**src/rtl/avst_pkg.sv**
```systemverilog
// Shared types and helpers for the Avalon-ST packet capture sink.
package avst_pkg;

  typedef enum logic [1:0] {
    IDLE    = 2'd0,
    CAPTURE = 2'd1,
    DROP    = 2'd2,
    DONE    = 2'd3
  } state_t;

  function automatic int bytes_per_beat(input int width);
    return width / 8;
  endfunction

  // Saturating increment for a counter of the given width (up to 64 bits).
  function automatic logic [63:0] sat_inc(input logic [63:0] cnt, input int width);
    logic [63:0] max_v;
    max_v = (width >= 64) ? '1 : ((64'd1 << width) - 64'd1);
    return (cnt >= max_v) ? cnt : cnt + 64'd1;
  endfunction

endpackage

```
**src/rtl/avst_bp_gen.sv**
```systemverilog
// Deterministic backpressure pattern: stall asserted one cycle in eight.
// Only instantiated when AVST_SINK_BACKPRESSURE_EN is defined.
module avst_bp_gen (
  input  logic clk,
  input  logic rst,
  output logic stall
);

  logic [2:0] cnt_q, cnt_d;

  // Free-running phase counter
  always_comb cnt_d = cnt_q + 3'd1;

  // Phase counter register
  always_ff @(posedge clk) begin
    if (rst) cnt_q <= 3'd0;
    else     cnt_q <= cnt_d;
  end

  assign stall = (cnt_q == 3'd4);

endmodule

```
**src/rtl/avst_pkt_capture_sink.sv**
```systemverilog
// Avalon-ST sink capturing one packet into a DEPTH-beat buffer, with channel
// filtering, overflow/framing statistics and host handshake.
// Optional macro AVST_SINK_BACKPRESSURE_EN adds a 1-in-8 ready throttle.
module avst_pkt_capture_sink
  import avst_pkg::*;
#(
  parameter int                           WIDTH       = 64,
  parameter int                           EMPTY_WIDTH = $clog2(WIDTH/8),
  parameter int                           DEPTH       = 8,
  parameter int                           CH_WIDTH    = 2,
  parameter logic [(2**CH_WIDTH)-1:0]     CH_MASK     = '1,
  parameter int                           CNT_WIDTH   = 16
)(
  input  logic                               clk,
  input  logic                               rst,
  input  logic [WIDTH-1:0]                   data,
  input  logic                               valid,
  output logic                               ready,
  input  logic                               sop,
  input  logic                               eop,
  input  logic [EMPTY_WIDTH-1:0]             empty,
  input  logic [CH_WIDTH-1:0]                channel,
  output logic                               pkt_valid,
  input  logic                               pkt_ack,
  output logic [$clog2(DEPTH+1)-1:0]         pkt_beats,
  output logic [$clog2(DEPTH*WIDTH/8+1)-1:0] pkt_bytes,
  output logic [CH_WIDTH-1:0]                pkt_channel,
  output logic                               pkt_overflow,
  input  logic [$clog2(DEPTH)-1:0]           rd_addr,
  output logic [WIDTH-1:0]                   rd_data,
  output logic [CNT_WIDTH-1:0]               orphan_cnt,
  output logic [CNT_WIDTH-1:0]               abort_cnt,
  output logic [CNT_WIDTH-1:0]               drop_cnt
);

  localparam int BPB     = bytes_per_beat(WIDTH);
  localparam int IDX_W   = $clog2(DEPTH+1);
  localparam int BYTES_W = $clog2(DEPTH*WIDTH/8+1);
  localparam int AW      = $clog2(DEPTH);

  state_t               state_q, state_d;
  logic                 ready_q, ready_d;
  logic                 pkt_valid_q, pkt_valid_d;
  logic [IDX_W-1:0]     idx_q, idx_d;
  logic [CH_WIDTH-1:0]  ch_q, ch_d;
  logic                 ovf_q, ovf_d;
  logic [BYTES_W-1:0]   bytes_q, bytes_d;
  logic [CNT_WIDTH-1:0] orphan_q, orphan_d;
  logic [CNT_WIDTH-1:0] abort_q, abort_d;
  logic [CNT_WIDTH-1:0] drop_q, drop_d;
  logic [WIDTH-1:0]     buf_q [DEPTH];

  logic                 xfer;
  logic                 do_sop;
  logic                 pkt_end;
  logic                 wr_en;
  logic [AW-1:0]        wr_addr;

  // Empty beyond the bus byte count is treated as the largest legal value.
  function automatic logic [BYTES_W-1:0] clamp_empty(input logic [EMPTY_WIDTH-1:0] e);
    if (int'(e) > BPB - 1) return BYTES_W'(BPB - 1);
    else                   return BYTES_W'(e);
  endfunction

  function automatic logic [CNT_WIDTH-1:0] cnt_inc(input logic [CNT_WIDTH-1:0] c);
    return CNT_WIDTH'(sat_inc(64'(c), CNT_WIDTH));
  endfunction

  assign xfer = valid && ready;

  // Next-state, capture bookkeeping and statistics
  always_comb begin
    state_d  = state_q;
    idx_d    = idx_q;
    ch_d     = ch_q;
    ovf_d    = ovf_q;
    bytes_d  = bytes_q;
    orphan_d = orphan_q;
    abort_d  = abort_q;
    drop_d   = drop_q;
    wr_en    = 1'b0;
    wr_addr  = '0;
    do_sop   = 1'b0;
    pkt_end  = 1'b0;

    case (state_q)
      IDLE: begin
        if (xfer) begin
          if (sop) do_sop   = 1'b1;
          else     orphan_d = cnt_inc(orphan_q);
        end
      end
      CAPTURE: begin
        if (xfer) begin
          if (sop) begin
            do_sop  = 1'b1;
            abort_d = cnt_inc(abort_q);
          end else begin
            if (int'(idx_q) < DEPTH) begin
              wr_en   = 1'b1;
              wr_addr = AW'(idx_q);
              idx_d   = idx_q + IDX_W'(1);
            end else begin
              ovf_d = 1'b1;
            end
            if (eop) begin
              state_d = DONE;
              pkt_end = 1'b1;
            end
          end
        end
      end
      DROP: begin
        if (xfer) begin
          if (sop)      do_sop  = 1'b1;
          else if (eop) state_d = IDLE;
        end
      end
      DONE: begin
        if (pkt_ack) state_d = IDLE;
      end
      default: state_d = IDLE;
    endcase

    // A start-of-packet beat behaves identically whichever state sees it.
    if (do_sop) begin
      if (CH_MASK[channel]) begin
        wr_en   = 1'b1;
        wr_addr = '0;
        idx_d   = IDX_W'(1);
        ch_d    = channel;
        ovf_d   = 1'b0;
        state_d = eop ? DONE : CAPTURE;
        pkt_end = eop;
      end else begin
        drop_d  = cnt_inc(drop_q);
        state_d = eop ? IDLE : DROP;
      end
    end

    if (pkt_end) begin
      if (ovf_d) bytes_d = BYTES_W'(DEPTH * BPB);
      else       bytes_d = BYTES_W'(int'(idx_d) * BPB) - clamp_empty(empty);
    end

    ready_d     = (state_d != DONE);
    pkt_valid_d = (state_d == DONE);
  end

  // State, registered outputs and capture buffer
  always_ff @(posedge clk) begin
    if (rst) begin
      state_q     <= IDLE;
      ready_q     <= 1'b0;
      pkt_valid_q <= 1'b0;
      idx_q       <= '0;
      ch_q        <= '0;
      ovf_q       <= 1'b0;
      bytes_q     <= '0;
      orphan_q    <= '0;
      abort_q     <= '0;
      drop_q      <= '0;
      for (int i = 0; i < DEPTH; i++) buf_q[i] <= '0;
    end else begin
      state_q     <= state_d;
      ready_q     <= ready_d;
      pkt_valid_q <= pkt_valid_d;
      idx_q       <= idx_d;
      ch_q        <= ch_d;
      ovf_q       <= ovf_d;
      bytes_q     <= bytes_d;
      orphan_q    <= orphan_d;
      abort_q     <= abort_d;
      drop_q      <= drop_d;
      if (wr_en) buf_q[wr_addr] <= data;
    end
  end

  // Combinational buffer read, zero outside the buffer
  always_comb begin
    rd_data = '0;
    if (int'(rd_addr) < DEPTH) rd_data = buf_q[rd_addr];
  end

`ifdef AVST_SINK_BACKPRESSURE_EN
  logic bp_stall;

  avst_bp_gen u_bp_gen (
    .clk   (clk),
    .rst   (rst),
    .stall (bp_stall)
  );

  assign ready = ready_q & ~bp_stall;
`else
  assign ready = ready_q;
`endif

  assign pkt_valid    = pkt_valid_q;
  assign pkt_beats    = idx_q;
  assign pkt_bytes    = bytes_q;
  assign pkt_channel  = ch_q;
  assign pkt_overflow = ovf_q;
  assign orphan_cnt   = orphan_q;
  assign abort_cnt    = abort_q;
  assign drop_cnt     = drop_q;

endmodule

```
**config.mk**
```make
export PLATFORM = sky130hd
export DESIGN_NAME = avst_pkt_capture_sink
export DESIGN_NICKNAME = d
export VERILOG_FILES = /design/src/rtl/avst_pkg.sv /design/src/rtl/avst_bp_gen.sv /design/src/rtl/avst_pkt_capture_sink.sv
export SDC_FILE = /design/constraint.sdc
export NUM_CORES = 1
export LEC_CHECK = 0
export ABC_AREA = 1
export CAP_MARGIN = 20
export CORE_AREA = 10 10 327 171
export DETAILED_ROUTE_END_ITERATION = 6
export DIE_AREA = 0 0 337 181
export PLACE_DENSITY = 0.82
export SYNTH_ARGS = -nofsm -noshare
export SYNTH_HDL_FRONTEND = slang
export SYNTH_SLANG_ARGS = --single-unit
```
**constraint.sdc**
```tcl
create_clock -name clk -period 3.6 [get_ports clk]
set_input_delay 0.72 -clock clk [delete_from_list [all_inputs] [get_ports clk]]
set_output_delay 0.72 -clock clk [all_outputs]
set_load 0.01 [all_outputs]
```
==> flow_summary.rst <==
.. list-table::
   :header-rows: 1

   * - Metric
     - Value
   * - Input/output buffers
     - 189
   * - Number of core rows
     - 58
   * - Count of hold buffers inserted by post-cts repair
     - 0
   * - Met3 usage
     - 3.25%
   * - Endpoint kind of the worst setup timing path
     - primary output
   * - First-pass detailed-route iteration total
     - 6
   * - Share of the clock period used by the worst path
     - 97.6%
   * - Routability congestion estimate
     - 0.870
   * - Flip-flop cell with the highest count after synthesis
     - sky130_fd_sc_hd__edfxtp_1
   * - Fraction of met2 tracks used by global routing
     - 37.3%
   * - P_sw
     - 3.30 mW
   * - Initial DRC Count
     - 2375
   * - Boundary pin count
     - 206
   * - List of most frequent post-synthesis cells
     - sky130_fd_sc_hd__nor2_1, sky130_fd_sc_hd__edfxtp_1, sky130_fd_sc_hd__o21ai_0, sky130_fd_sc_hd__inv_1, sky130_fd_sc_hd__nand2_1
   * - Internal power of the cells
     - 10.5 mW
   * - Syn Inst Count
     - 2520
   * - TritonCTS Buffers
     - 50
   * - Die ar.
     - 61000 um^2
   * - Placed Cells
     - 3261
   * - Clock-pin slew of the registers on the worst-case setup and hold paths
     - 0.06 ns
   * - Synth top area cells
     - sky130_fd_sc_hd__edfxtp_1, sky130_fd_sc_hd__nor2_1, sky130_fd_sc_hd__o21ai_0, sky130_fd_sc_hd__dfxtp_1, sky130_fd_sc_hd__inv_1
   * - Register cell area after layout
     - 16400 um^2
   * - Detailed placement HPWL
     - 38500 um
   * - Ant diodes
     - 0
   * - Minimum setup slack in the final design
     - 0.0857 ns
   * - Power per cell area
     - 474 nW/um^2
   * - Critical path startpoint category
     - input pin
   * - Main combinational cell family by area after synthesis
     - simple AND/OR/NAND/NOR gates
   * - Non-Filler Cell Area, Final
     - 29200 um^2
   * - Upper clock frequency limit
     - 285 MHz
   * - Cell area after synthesis
     - 24900 um^2
   * - Netlist cell types
     - 35
   * - Overall track demand over capacity in global routing
     - 21.1%
   * - Part of the power in registers
     - 53.3%
   * - # setup viols final
     - 0
   * - Layout cells sized above 1
     - 6.02%
   * - Standby leakage power
     - 11.1 nW
   * - Synthesized-area fraction occupied by ao, oa, aoi and oai cells
     - 9.57%
   * - Root Driver
     - sky130_fd_sc_hd__clkbuf_16
   * - Final wirelength
     - 66500 um
   * - Clk_lat worst skew
     - 0.59 ns
   * - Sequential area share after synthesis
     - 65.7%
   * - Core area
     - 49900 um^2
   * - # Post-CTS Setup Buffers
     - 0
   * - Largest buffer count on any clock path
     - 3
   * - Number of non-filler instances in the completed layout
     - 3353
   * - GR Util met1
     - 25.7%
   * - Routing layer with the top usage in global route
     - met2
   * - Antenna violations before repair
     - 0
   * - Pre-CTS setup slack
     - 0.111 ns
   * - Effective utilization at floorplan
     - 49.9%
   * - Global-route wire length before repair
     - 104000 um
   * - Share of total power in the clock network
     - 37.5%
   * - Yosys top cell area share
     - 61.7%
   * - Mux contribution to synthesized area
     - 0%
   * - Switching Fraction
     - 23.9%
   * - Part of the total power dissipated in combinational logic
     - 9.2%
   * - Final Max Slew Viols
     - 0
   * - Layout Nets
     - 2736
   * - RSZ-0062 raised after global routing
     - no
   * - CTS tree
     - yes
   * - Slew at the pin closest to its max-slew limit
     - 0.968 ns
   * - Result of the run
     - completed
   * - DIE WIDTH
     - 337 um
   * - Clock sink total
     - 562
   * - Classification of the worst-slack hold path
     - register to register
   * - Resized cells post-CTS
     - 0
   * - Worst rel slew slack
     - 35.5%
   * - Via count
     - 19.3k
   * - Maximum net fanout on the critical path
     - 32
   * - Overall die height
     - 181 um
   * - Post-route DRC
     - 0
   * - Count leader, synth
     - sky130_fd_sc_hd__nor2_1
   * - Number of nets still failing antenna checks after routing
     - 0
   * - Synthesis-stage register bit count
     - 562
   * - Synth Warn #
     - 0
   * - Placed Area
     - 27600 um^2
   * - Count of endpoints failing hold in the final timing report
     - 0
   * - Post-Synth Adder-Cell Area
     - 0.251%
   * - Number of enable flip-flop cells after synthesis
     - 512
   * - Number of maximum-capacitance constraint violations
     - 0
   * - Worst vdd ir
     - 374 uV
   * - Fin Setup TNS
     - 0 ns
   * - Fraction of registers with async set or reset after synthesis
     - 0%
   * - Arrival @ worst endpoint
     - 2.79 ns
   * - Startpoint-to-endpoint class of the critical path
     - input pin to primary output
   * - Worst EP required
     - 2.88 ns
   * - Multi-input gate area in the final layout
     - 7340 um^2
   * - Layout filler cell count
     - 3815
   * - Mapped Avg Cell Area
     - 9.90 um^2
   * - Vias per std cell
     - 5.75
   * - Simple-gate share of the synthesized area
     - 18.5%
   * - Gr ovfl total
     - 0
   * - Cell accounting for the most synthesized area
     - sky130_fd_sc_hd__edfxtp_1
   * - Worst clock skew on the final layout
     - 0.0269 ns
   * - Vias in the first global route
     - 19.1k
   * - Drt wl/cell
     - 19.8 um
   * - Xor and xnor fraction of the mapped netlist area
     - 0.597%
   * - Syn-to-layout area delta
     - 17.0%
   * - Pin count of the biggest net entering global routing
     - 69
   * - Time the worst path needs with I/O delays and setup
     - 3.51 ns
   * - H-tree levels
     - 2
## through the flow
stage          power [mW]  utilization [%]  hold slack (ns)
4_1_cts              13.9             58.5            0.465
2_1_floorplan        8.17                -            0.490
6_report             13.8             58.5            0.464
3_3_place_gp         8.74             55.3            0.454
3_5_place_dp         8.77             55.3            0.456
5_1_grt              14.2             58.5            0.477
## sequential cells by signal, summed over array words and instances, names as in the netlist
signal        count
buf_q           512
abort_cnt        16
orphan_cnt       16
pkt_bytes         7
pkt_beats         4
pkt_channel       2
state_q           2
pkt_overflow      1
pkt_valid         1
ready             1
## routing by layer
metal | vias to the layer above | routed length [um] | part of all wire, %
li1 | 8755 | - | -
met1 | 9266 | 24300 | 37
met3 | 152 | 6140 | 9.2
met4 | 0 | 1860 | 2.8
met2 | 1108 | 34200 | 51
met5 | - | 0 | 0
## power groups by stage
stage / sequential, mW / clock (mW) / combinational (mW)
CTS: 7.38 / 5.21 / 1.26
floorplan: 7.51 / 0 / 0.659
detailed placement: 7.52 / 0 / 1.25
global placement: 7.50 / 0 / 1.23
finish: 7.38 / 5.19 / 1.27
global route: 7.40 / 5.48 / 1.36
## logic make-up after synthesis
group	after synthesis
simple gates	1191
flops	562
compound gates	442
buf+inv	302
xor+xnor	17
fa+ha+maj	5
other cells	1
## layout make-up
type	instances	share of cell area [%]
clock inverter	34	0.875
timing repair buffer	247	9.00
inverter	121	1.59
tap	660	2.83
sequential	562	56.1
clock buffer	58	4.46
multi-input combinational	1671	25.1
## path summary, 6_finish.rpt
path | start | end | slack [ns] | cells past startpoint
worst max-delay path | rd_addr[2] | rd_data[15] | 0.09 | 6
worst max register to register | state_q[1] | buf_q[0][40] | 1.12 | 10
worst min register to register | pkt_bytes[0] | pkt_bytes[0] | 0.46 | 2
worst min-delay path | pkt_bytes[0] | pkt_bytes[0] | 0.46 | 2
## placed cells by master (no fill, tap or decap), types with 4 or more instances in the layout
cell type and instances:
sky130_fd_sc_hd__clkbuf_1 7, sky130_fd_sc_hd__nand2_4 4, sky130_fd_sc_hd__clkinv_1 15, sky130_fd_sc_hd__nand2_1 102, sky130_fd_sc_hd__ha_1 5, sky130_fd_sc_hd__edfxtp_1 512
sky130_fd_sc_hd__a31oi_1 65, sky130_fd_sc_hd__nand3_1 29, sky130_fd_sc_hd__clkinv_2 11, sky130_fd_sc_hd__xnor2_1 6, sky130_fd_sc_hd__clkdlybuf4s50_1 187, sky130_fd_sc_hd__buf_4 35
sky130_fd_sc_hd__inv_2 5, sky130_fd_sc_hd__nor2_1 1002, sky130_fd_sc_hd__conb_1 16, sky130_fd_sc_hd__dfxtp_1 50, sky130_fd_sc_hd__o22ai_1 64, sky130_fd_sc_hd__nand4_1 12
sky130_fd_sc_hd__xor2_1 11, sky130_fd_sc_hd__nand2_2 10, sky130_fd_sc_hd__a21oi_1 36, sky130_fd_sc_hd__inv_1 113, sky130_fd_sc_hd__o21ai_0 272, sky130_fd_sc_hd__buf_12 24
sky130_fd_sc_hd__nor3_1 17, sky130_fd_sc_hd__clkbuf_16 51
## worst max-delay path: stages
cell                              delay, ns
sky130_fd_sc_hd__clkdlybuf4s50_1       0.47
sky130_fd_sc_hd__inv_4                 0.33
sky130_fd_sc_hd__buf_4                 0.39
sky130_fd_sc_hd__nor2_1                0.11
sky130_fd_sc_hd__a31oi_1               0.19
sky130_fd_sc_hd__clkdlybuf4s50_1       0.58
(Power assumes the default switching activity.)
